[src/rtl/exc_commit_ctrl_pkg.sv]
// Shared constants, FSM state enum and priority-encoder payload for the
// exception/interrupt commit sequencer.
package exc_commit_ctrl_pkg;

  localparam int unsigned PC_W_DEF = 32;
  localparam int unsigned EXC_W    = 5;
  localparam int unsigned ECODE_W  = 6;
  localparam int unsigned ESUB_W   = 9;
  localparam int unsigned CNT_W    = 4;
  localparam int unsigned STAT_W   = 32;

  localparam logic [ECODE_W-1:0] ECODE_INT = 6'h00;
  localparam logic [ECODE_W-1:0] ECODE_ADE = 6'h08;
  localparam logic [ECODE_W-1:0] ECODE_ALE = 6'h09;
  localparam logic [ECODE_W-1:0] ECODE_SYS = 6'h0B;
  localparam logic [ECODE_W-1:0] ECODE_BRK = 6'h0C;
  localparam logic [ECODE_W-1:0] ECODE_INE = 6'h0D;

  localparam logic [ESUB_W-1:0] ESUB_ADEF = 9'd0;

  localparam int unsigned EXC_ADEF = 0;
  localparam int unsigned EXC_INE  = 1;
  localparam int unsigned EXC_SYS  = 2;
  localparam int unsigned EXC_BRK  = 3;
  localparam int unsigned EXC_ALE  = 4;

  typedef enum logic [1:0] {S_IDLE, S_COMMIT, S_REDIRECT, S_DRAIN} state_e;
  typedef enum logic [1:0] {K_NONE, K_INT, K_EXC, K_ERTN} kind_e;
  typedef enum logic [1:0] {BADV_NONE, BADV_PC, BADV_VADDR} badv_sel_e;

  typedef struct packed {
    kind_e               kind;
    logic [ECODE_W-1:0]  ecode;
    logic [ESUB_W-1:0]   esub;
    badv_sel_e           badv_sel;
  } prio_t;

endpackage

[src/rtl/exc_commit_ctrl_if.sv]
// WB / CSR / fetch-redirect signal bundle of the commit sequencer.
// master = sequencer side, slave = surrounding pipeline side.
interface exc_commit_ctrl_if
  import exc_commit_ctrl_pkg::*;
#(
  parameter int unsigned PC_W = PC_W_DEF
);
  logic               wb_valid;
  logic [PC_W-1:0]    wb_pc;
  logic [EXC_W-1:0]   wb_exc;
  logic [PC_W-1:0]    wb_vaddr;
  logic               wb_ertn;
  logic               has_int;
  logic [PC_W-1:0]    ex_entry;
  logic [PC_W-1:0]    era;
  logic               wb_block;
  logic               csr_wb_ex;
  logic [ECODE_W-1:0] csr_wb_ecode;
  logic [ESUB_W-1:0]  csr_wb_esubcode;
  logic [PC_W-1:0]    csr_wb_pc;
  logic               csr_ertn_flush;
  logic               csr_badv_we;
  logic [PC_W-1:0]    csr_badv;
  logic               flush_valid;
  logic [PC_W-1:0]    flush_target;
  logic               flush_ready;
  logic [STAT_W-1:0]  exc_count;
  logic [STAT_W-1:0]  int_count;

  modport master (
    input  wb_valid, wb_pc, wb_exc, wb_vaddr, wb_ertn, has_int, ex_entry, era, flush_ready,
    output wb_block, csr_wb_ex, csr_wb_ecode, csr_wb_esubcode, csr_wb_pc, csr_ertn_flush,
           csr_badv_we, csr_badv, flush_valid, flush_target, exc_count, int_count
  );

  modport slave (
    output wb_valid, wb_pc, wb_exc, wb_vaddr, wb_ertn, has_int, ex_entry, era, flush_ready,
    input  wb_block, csr_wb_ex, csr_wb_ecode, csr_wb_esubcode, csr_wb_pc, csr_ertn_flush,
           csr_badv_we, csr_badv, flush_valid, flush_target, exc_count, int_count
  );
endinterface

[src/rtl/exc_commit_ctrl_prio_enc.sv]
// Combinational priority encoder: INT > ADEF > INE > SYS > BRK > ALE > ERTN.
module exc_prio_enc
  import exc_commit_ctrl_pkg::*;
(
  input  logic [EXC_W-1:0] i_exc,
  input  logic             i_has_int,
  input  logic             i_ertn,
  output prio_t            o_prio_c
);

  always_comb begin
    o_prio_c = '{kind: K_NONE, ecode: ECODE_INT, esub: '0, badv_sel: BADV_NONE};
    if (i_has_int) begin
      o_prio_c.kind = K_INT;
    end else if (i_exc[EXC_ADEF]) begin
      o_prio_c.kind     = K_EXC;
      o_prio_c.ecode    = ECODE_ADE;
      o_prio_c.esub     = ESUB_ADEF;
      o_prio_c.badv_sel = BADV_PC;
    end else if (i_exc[EXC_INE]) begin
      o_prio_c.kind  = K_EXC;
      o_prio_c.ecode = ECODE_INE;
    end else if (i_exc[EXC_SYS]) begin
      o_prio_c.kind  = K_EXC;
      o_prio_c.ecode = ECODE_SYS;
    end else if (i_exc[EXC_BRK]) begin
      o_prio_c.kind  = K_EXC;
      o_prio_c.ecode = ECODE_BRK;
    end else if (i_exc[EXC_ALE]) begin
      o_prio_c.kind     = K_EXC;
      o_prio_c.ecode    = ECODE_ALE;
      o_prio_c.badv_sel = BADV_VADDR;
    end else if (i_ertn) begin
      o_prio_c.kind = K_ERTN;
    end
  end

endmodule

[src/rtl/exc_commit_ctrl.sv]
// Exception/interrupt commit sequencer: IDLE -> COMMIT -> REDIRECT -> DRAIN.
// Optional macro EXC_CTRL_STATS_EN enables the exc/int commit counters.
module exc_commit_ctrl
  import exc_commit_ctrl_pkg::*;
#(
  parameter int unsigned DRAIN_CYCLES = 2,
  parameter int unsigned PC_W         = PC_W_DEF
) (
  input  logic              clk,
  input  logic              reset,
  exc_commit_ctrl_if.master bus
);

  localparam bit HAS_DRAIN = (DRAIN_CYCLES != 0);

  state_e             r_state;
  state_e             w_next_state;
  prio_t              w_prio;
  kind_e              r_kind;
  logic [ECODE_W-1:0] r_ecode;
  logic [ESUB_W-1:0]  r_esub;
  logic [PC_W-1:0]    r_pc;
  logic [PC_W-1:0]    r_badv;
  logic               r_badv_we;
  logic [PC_W-1:0]    r_flush_tgt;
  logic [CNT_W-1:0]   r_drain_cnt;
  logic [PC_W-1:0]    w_commit_tgt;
  logic               w_event;
  logic               w_drain_load;
  logic               w_in_commit;
  logic               w_in_redirect;
  logic               w_is_exc;
  logic               w_ex_pulse;
  logic               w_badv_pulse;

  exc_prio_enc u_prio (
    .i_exc     (bus.wb_exc),
    .i_has_int (bus.has_int),
    .i_ertn    (bus.wb_ertn),
    .o_prio_c  (w_prio)
  );

  assign w_event       = bus.wb_valid && (w_prio.kind != K_NONE);
  assign w_in_commit   = (r_state == S_COMMIT);
  assign w_in_redirect = (r_state == S_REDIRECT);
  assign w_is_exc      = (r_kind == K_EXC) || (r_kind == K_INT);
  assign w_commit_tgt  = (r_kind == K_ERTN) ? bus.era : bus.ex_entry;

  always_ff @(posedge clk) begin
    if (reset) begin
      r_state <= S_IDLE;
    end else begin
      r_state <= w_next_state;
    end
  end

  always_comb begin
    w_next_state = r_state;
    w_drain_load = 1'b0;
    case (r_state)
      S_IDLE: begin
        if (w_event) w_next_state = S_COMMIT;
      end
      S_COMMIT, S_REDIRECT: begin
        if (bus.flush_ready) begin
          if (HAS_DRAIN) begin
            w_next_state = S_DRAIN;
            w_drain_load = 1'b1;
          end else begin
            w_next_state = S_IDLE;
          end
        end else begin
          w_next_state = S_REDIRECT;
        end
      end
      S_DRAIN: begin
        if (r_drain_cnt <= CNT_W'(1)) w_next_state = S_IDLE;
      end
      default: w_next_state = S_IDLE;
    endcase
  end

  // Event capture, redirect-target hold and drain counter
  always_ff @(posedge clk) begin
    if (reset) begin
      r_kind      <= K_NONE;
      r_ecode     <= '0;
      r_esub      <= '0;
      r_pc        <= '0;
      r_badv      <= '0;
      r_badv_we   <= 1'b0;
      r_flush_tgt <= '0;
      r_drain_cnt <= '0;
    end else begin
      if ((r_state == S_IDLE) && w_event) begin
        r_kind    <= w_prio.kind;
        r_ecode   <= w_prio.ecode;
        r_esub    <= w_prio.esub;
        r_pc      <= bus.wb_pc;
        r_badv_we <= (w_prio.badv_sel != BADV_NONE);
        r_badv    <= (w_prio.badv_sel == BADV_VADDR) ? bus.wb_vaddr :
                     (w_prio.badv_sel == BADV_PC)    ? bus.wb_pc    : '0;
      end
      if (w_in_commit) r_flush_tgt <= w_commit_tgt;
      if (w_drain_load) begin
        r_drain_cnt <= CNT_W'(DRAIN_CYCLES);
      end else if ((r_state == S_DRAIN) && (r_drain_cnt != '0)) begin
        r_drain_cnt <= r_drain_cnt - CNT_W'(1);
      end
    end
  end

  assign w_ex_pulse   = w_in_commit && w_is_exc;
  assign w_badv_pulse = w_in_commit && r_badv_we;

  // Outputs decode purely from flops, except the target sampled during COMMIT
  assign bus.wb_block        = (r_state != S_IDLE);
  assign bus.csr_wb_ex       = w_ex_pulse;
  assign bus.csr_wb_ecode    = w_ex_pulse ? r_ecode : '0;
  assign bus.csr_wb_esubcode = w_ex_pulse ? r_esub  : '0;
  assign bus.csr_wb_pc       = w_ex_pulse ? r_pc    : '0;
  assign bus.csr_ertn_flush  = w_in_commit && (r_kind == K_ERTN);
  assign bus.csr_badv_we     = w_badv_pulse;
  assign bus.csr_badv        = w_badv_pulse ? r_badv : '0;
  assign bus.flush_valid     = w_in_commit || w_in_redirect;
  assign bus.flush_target    = w_in_commit   ? w_commit_tgt :
                               w_in_redirect ? r_flush_tgt  : '0;

`ifdef EXC_CTRL_STATS_EN
  logic [STAT_W-1:0] r_exc_count;
  logic [STAT_W-1:0] r_int_count;

  always_ff @(posedge clk) begin
    if (reset) begin
      r_exc_count <= '0;
      r_int_count <= '0;
    end else if (w_ex_pulse) begin
      r_exc_count <= r_exc_count + STAT_W'(1);
      if (r_kind == K_INT) r_int_count <= r_int_count + STAT_W'(1);
    end
  end

  assign bus.exc_count = r_exc_count;
  assign bus.int_count = r_int_count;
`else
  assign bus.exc_count = '0;
  assign bus.int_count = '0;
`endif

endmodule

[src/flat_wrapper.sv]
// flat-port wrapper written by rule: the top's interface ports become plain ports
module exc_commit_ctrl_flat import exc_commit_ctrl_pkg::*;
#(
  parameter int unsigned DRAIN_CYCLES = 2,
  parameter int unsigned PC_W         = PC_W_DEF
)
  (clk, reset, bus_wb_valid, bus_wb_pc, bus_wb_exc, bus_wb_vaddr, bus_wb_ertn, bus_has_int, bus_ex_entry, bus_era, bus_flush_ready, bus_wb_block, bus_csr_wb_ex, bus_csr_wb_ecode, bus_csr_wb_esubcode, bus_csr_wb_pc, bus_csr_ertn_flush, bus_csr_badv_we, bus_csr_badv, bus_flush_valid, bus_flush_target, bus_exc_count, bus_int_count);
  exc_commit_ctrl_if #(.PC_W(PC_W)) bus_i ();
  input  logic clk;
  input  logic reset;
  input wire logic [$bits(bus_i.wb_valid)-1:0] bus_wb_valid;
  input wire logic [$bits(bus_i.wb_pc)-1:0] bus_wb_pc;
  input wire logic [$bits(bus_i.wb_exc)-1:0] bus_wb_exc;
  input wire logic [$bits(bus_i.wb_vaddr)-1:0] bus_wb_vaddr;
  input wire logic [$bits(bus_i.wb_ertn)-1:0] bus_wb_ertn;
  input wire logic [$bits(bus_i.has_int)-1:0] bus_has_int;
  input wire logic [$bits(bus_i.ex_entry)-1:0] bus_ex_entry;
  input wire logic [$bits(bus_i.era)-1:0] bus_era;
  input wire logic [$bits(bus_i.flush_ready)-1:0] bus_flush_ready;
  output wire logic [$bits(bus_i.wb_block)-1:0] bus_wb_block;
  output wire logic [$bits(bus_i.csr_wb_ex)-1:0] bus_csr_wb_ex;
  output wire logic [$bits(bus_i.csr_wb_ecode)-1:0] bus_csr_wb_ecode;
  output wire logic [$bits(bus_i.csr_wb_esubcode)-1:0] bus_csr_wb_esubcode;
  output wire logic [$bits(bus_i.csr_wb_pc)-1:0] bus_csr_wb_pc;
  output wire logic [$bits(bus_i.csr_ertn_flush)-1:0] bus_csr_ertn_flush;
  output wire logic [$bits(bus_i.csr_badv_we)-1:0] bus_csr_badv_we;
  output wire logic [$bits(bus_i.csr_badv)-1:0] bus_csr_badv;
  output wire logic [$bits(bus_i.flush_valid)-1:0] bus_flush_valid;
  output wire logic [$bits(bus_i.flush_target)-1:0] bus_flush_target;
  output wire logic [$bits(bus_i.exc_count)-1:0] bus_exc_count;
  output wire logic [$bits(bus_i.int_count)-1:0] bus_int_count;
  assign bus_i.wb_valid = bus_wb_valid;
  assign bus_i.wb_pc = bus_wb_pc;
  assign bus_i.wb_exc = bus_wb_exc;
  assign bus_i.wb_vaddr = bus_wb_vaddr;
  assign bus_i.wb_ertn = bus_wb_ertn;
  assign bus_i.has_int = bus_has_int;
  assign bus_i.ex_entry = bus_ex_entry;
  assign bus_i.era = bus_era;
  assign bus_i.flush_ready = bus_flush_ready;
  assign bus_wb_block = bus_i.wb_block;
  assign bus_csr_wb_ex = bus_i.csr_wb_ex;
  assign bus_csr_wb_ecode = bus_i.csr_wb_ecode;
  assign bus_csr_wb_esubcode = bus_i.csr_wb_esubcode;
  assign bus_csr_wb_pc = bus_i.csr_wb_pc;
  assign bus_csr_ertn_flush = bus_i.csr_ertn_flush;
  assign bus_csr_badv_we = bus_i.csr_badv_we;
  assign bus_csr_badv = bus_i.csr_badv;
  assign bus_flush_valid = bus_i.flush_valid;
  assign bus_flush_target = bus_i.flush_target;
  assign bus_exc_count = bus_i.exc_count;
  assign bus_int_count = bus_i.int_count;
  exc_commit_ctrl #(.DRAIN_CYCLES(DRAIN_CYCLES), .PC_W(PC_W)) u_core (.clk(clk), .reset(reset), .bus(bus_i));
endmodule
[config.mk]
export PLATFORM = sky130hd
export DESIGN_NAME = exc_commit_ctrl_flat
export DESIGN_NICKNAME = d
export VERILOG_FILES = /design/src/rtl/exc_commit_ctrl_pkg.sv /design/src/rtl/exc_commit_ctrl_if.sv /design/src/rtl/exc_commit_ctrl_prio_enc.sv /design/src/rtl/exc_commit_ctrl.sv /design/src/flat_wrapper.sv
export SDC_FILE = /design/constraint.sdc
export NUM_CORES = 1
export LEC_CHECK = 0
export CAP_MARGIN = 5
export CORE_MARGIN = 5
export CORE_UTILIZATION = 38
export CTS_CLUSTER_SIZE = 25
export DETAILED_ROUTE_END_ITERATION = 16
export PLACE_DENSITY = 0.87
export SETUP_SLACK_MARGIN = 0.1
export SYNTH_ARGS = -nofsm -noshare
export SYNTH_HDL_FRONTEND = slang
export SYNTH_HIERARCHICAL = 1
export SYNTH_SLANG_ARGS = --single-unit
[constraint.sdc]
create_clock -name clk -period 1.75 [get_ports clk]
set_input_delay 0.35 -clock clk [delete_from_list [all_inputs] [get_ports clk]]
set_output_delay 0.35 -clock clk [all_outputs]
set_load 0.02 [all_outputs]
==> impl_metrics.toml <==
[route]
drcViolationCount = 0
wl_per_cell_um = 24.3
drt-total-wl_um = 35200
via_per_inst = 5.50
drt_pass1_iterations = 7
drtIter0Drc = 716
dr_total_vias = 7983
ant_nets = 0

[worst_setup_path]
path_max_fanout = 8
end_kind = "output pin"
r2r_cells = 13
crit_required_ns = 1.40
critical_path_class = "reg2out"
cp_data_arrival_time_ns = 1.92
cp-start-kind = "register"

[timing]
fmax_ghz = 0.441
fin_ws_ns = -0.520
clock_skew_ns = 0.0114
grt_setup_unrepaired = "true"
drv_slew = 0
finalHoldViolations = 0
setup_viol = 128
period_minus_slack_ns = 2.27
finalCritPeriodShare_pct = 130

[finish]
area_delta_synth_final_pct = 103
drive_gt1_share_pct = 52.9
fin_cells = 1451
filler_cell_count = 935
final-seq-area_mm2 = 0.00241
final_nets = 1358
multi_input_area_mm2 = 0.00495

[grt]
overflow = 0
grt_usage_pct = 27.8
antenna_found_initial = 3
grt_max_degree = 51
grt_pass1_wl_um = 43500
grt_pass1_vias = 7910

[floorplanning]
core_area_mm2 = 0.0172
rows = 48
io_pins = 319
start_util_pct = 38.5
die_w_um = 142
fp.dieH_um = 142
die_area_mm2 = 0.0201

[status]
violations = "negative setup slack"
run_status = "finished, violations left"

[synthesis]
synth.area.top_cells = "dfxtp_1 (36%), buf_4 (9.2%), nand2_1 (7.7%)"
synthArstFlopShare_pct = 0
ys_seq_area_share_pct = 36.4
synth_area_per_cell_um2 = 8.13
synth-edff-count = 0
synth-seq-cells = 120
syn_area_mm2 = 0.00661
synth_cell_types = 41
yosysWarnings = 6
synth_most_common_cell = "nand2_1"
synth_top_area_share_pct = 36.4
synth_area_leader_cell = "dfxtp_1"
syn_inst = 812
synth_flop_cell = "dfxtp_1"
synthTopCellsByCount = "nand2_1 (135), dfxtp_1 (120), a21oi_1 (85)"

[clock_tree]
numCtsBuffers = 17
htree_levels = 4
clockBufferDepth = 2
cts_sinks = 120
insertion_delay_ns = 0.42
cts_tree = "done"
cts_root_buffer = "clkbuf_16"
ctsHoldBuffers = 0
path_clk_slew_ns = 0.06

[pwr]
intPower_uw = 10100
sw_frac_of_total_pct = 38.6
seq_power_share_pct = 22.0
p_comb_share_pct = 56.3
power.total_uw = 16500
p_per_area_mw_per_mm2 = 1230
netSwitchingPower_uw = 6360
ir_drop_v = 0.000803
pwr-share-clk_pct = 21.7
power_leakage_uw = 0.00572

[place]
dpl.cell_count = 1295
place_hpwl_um = 15600
gp_congestion = 0.837
io_buffers = 254

[min_path]
hold_path_depth = 2
hold_class = "in2reg"

[run]
max-cap-violations = 0
placed cells by master (no fill, tap or decap), types with 4 or more instances in the layout:
cell type,n
conb_1,75
a21oi_1,63
clkdlybuf4s50_1,130
nand2_4,38
nand2_1,72
nand2_2,25
nand2b_1,30
buf_6,152
dfxtp_1,116
nor2_1,37
buf_12,22
mux2_4,32
buf_16,18
nor3_1,26
a21oi_2,21
buf_8,7
clkinvlp_4,6
clkbuf_16,27
ha_1,5
a221oi_4,11
and3_4,76
o21ai_2,32
buf_4,104
nand2b_4,4
nor3_2,8
a221oi_2,21
inv_1,4
flip-flops by register name, summed over array words and instances (netlist names):
signal,flops
u_core/r_esub,9
u_core/r_badv_we,1
u_core/r_badv,32
u_core/r_ecode,6
u_core/r_state,2
u_core/r_kind,2
u_core/r_drain_cnt,4
u_core/r_pc,32
u_core/r_flush_tgt,32
through the flow:
stage / utilization, % / hold WS, ns / worst slack, ns / TNS [ns] / instance area [µm²]
5_1_grt: 78.1 / 0.333 / -0.560 / -41.15 / 13400
3_3_place_gp: 56.4 / 0.439 / -0.478 / -66.82 / 9700
2_1_floorplan: - / 0.432 / 0.0808 / 0 / 7050
4_1_cts: 71.4 / 0.315 / -0.432 / -35.53 / 12300
3_5_place_dp: 56.4 / 0.444 / -0.562 / -74.49 / 9700
6_report: 78.1 / 0.332 / -0.520 / -34.12 / 13400
metal layers:
layer / vias up / GRT usage, % / share of wire [%]
li1: 3460 / - / -
met1: 3869 / 30.3 / 34
met2: 507 / 50.1 / 52
met3: 145 / 6.81 / 8.5
met4: 2 / 13.7 / 5.5
met5: - / 0 / 0.037
power groups by stage:
stage	sequential [µW]	clock (µW)	combinational [µW]
after CTS	3520	3500	7500
after detailed placement	3540	0	4920
after global placement	3510	0	4820
after global routing	3650	3740	9610
after floorplan	3460	0	2950
final	3630	3580	9280
critical path, cell delays in order (launching register included):
cell     delay, ns
dfxtp_2       0.35
ha_4          0.18
buf_6         0.14
buf_16        0.16
mux2_4        0.33
nand2_2       0.12
o21ai_2       0.08
buf_6         0.14
final timing paths:
kind,from,to,slack (ns)
setup reg to reg,u_core/r_kind[1],u_core/r_flush_tgt[9],-0.34
hold / removal,reset,u_core/r_pc[29],0.33
setup / recovery,u_core/r_kind[0],bus_flush_target[22],-0.52
hold reg to reg,u_core/r_esub[5],u_core/r_esub[5],0.46
area by class of cell:
type                            instances  share of cell area (%)
Antenna cell                            2                  0.0373
Clock buffer                           18                    3.28
Clock inverter                         14                    1.12
Inverter                                9                   0.289
Multi-Input combinational cell        614                    37.0
Sequential cell                       120                    18.0
Tap cell                              225                    2.10
Timing Repair Buffer                  449                    38.2
cells by family after synthesis:
kind of cell | count (synthesis) | share of synthesized area (%)
AOI/OAI and AO/OA | 157 | 16.8
xor gates and xnor gates | 3 | 0.398
adders and majority gates | 8 | 1.52
buffers and inverters | 152 | 14.1
DFF | 120 | 36.4
muxes | 33 | 5.63
other | 2 | 0.114
and+or+nand+nor | 337 | 25.1
timing repair:
item / 4_1_cts / 5_1_grt
pin swaps: 45 / 58
gates resized for setup: 855 / 200
gates cloned: 23 / 11
setup endpoints to repair: 200 / 178
endpoints found under the hold margin: 0 / 0
setup buffers: 69 / 29
No activity file was read; power rests on OpenSTA's default activity.
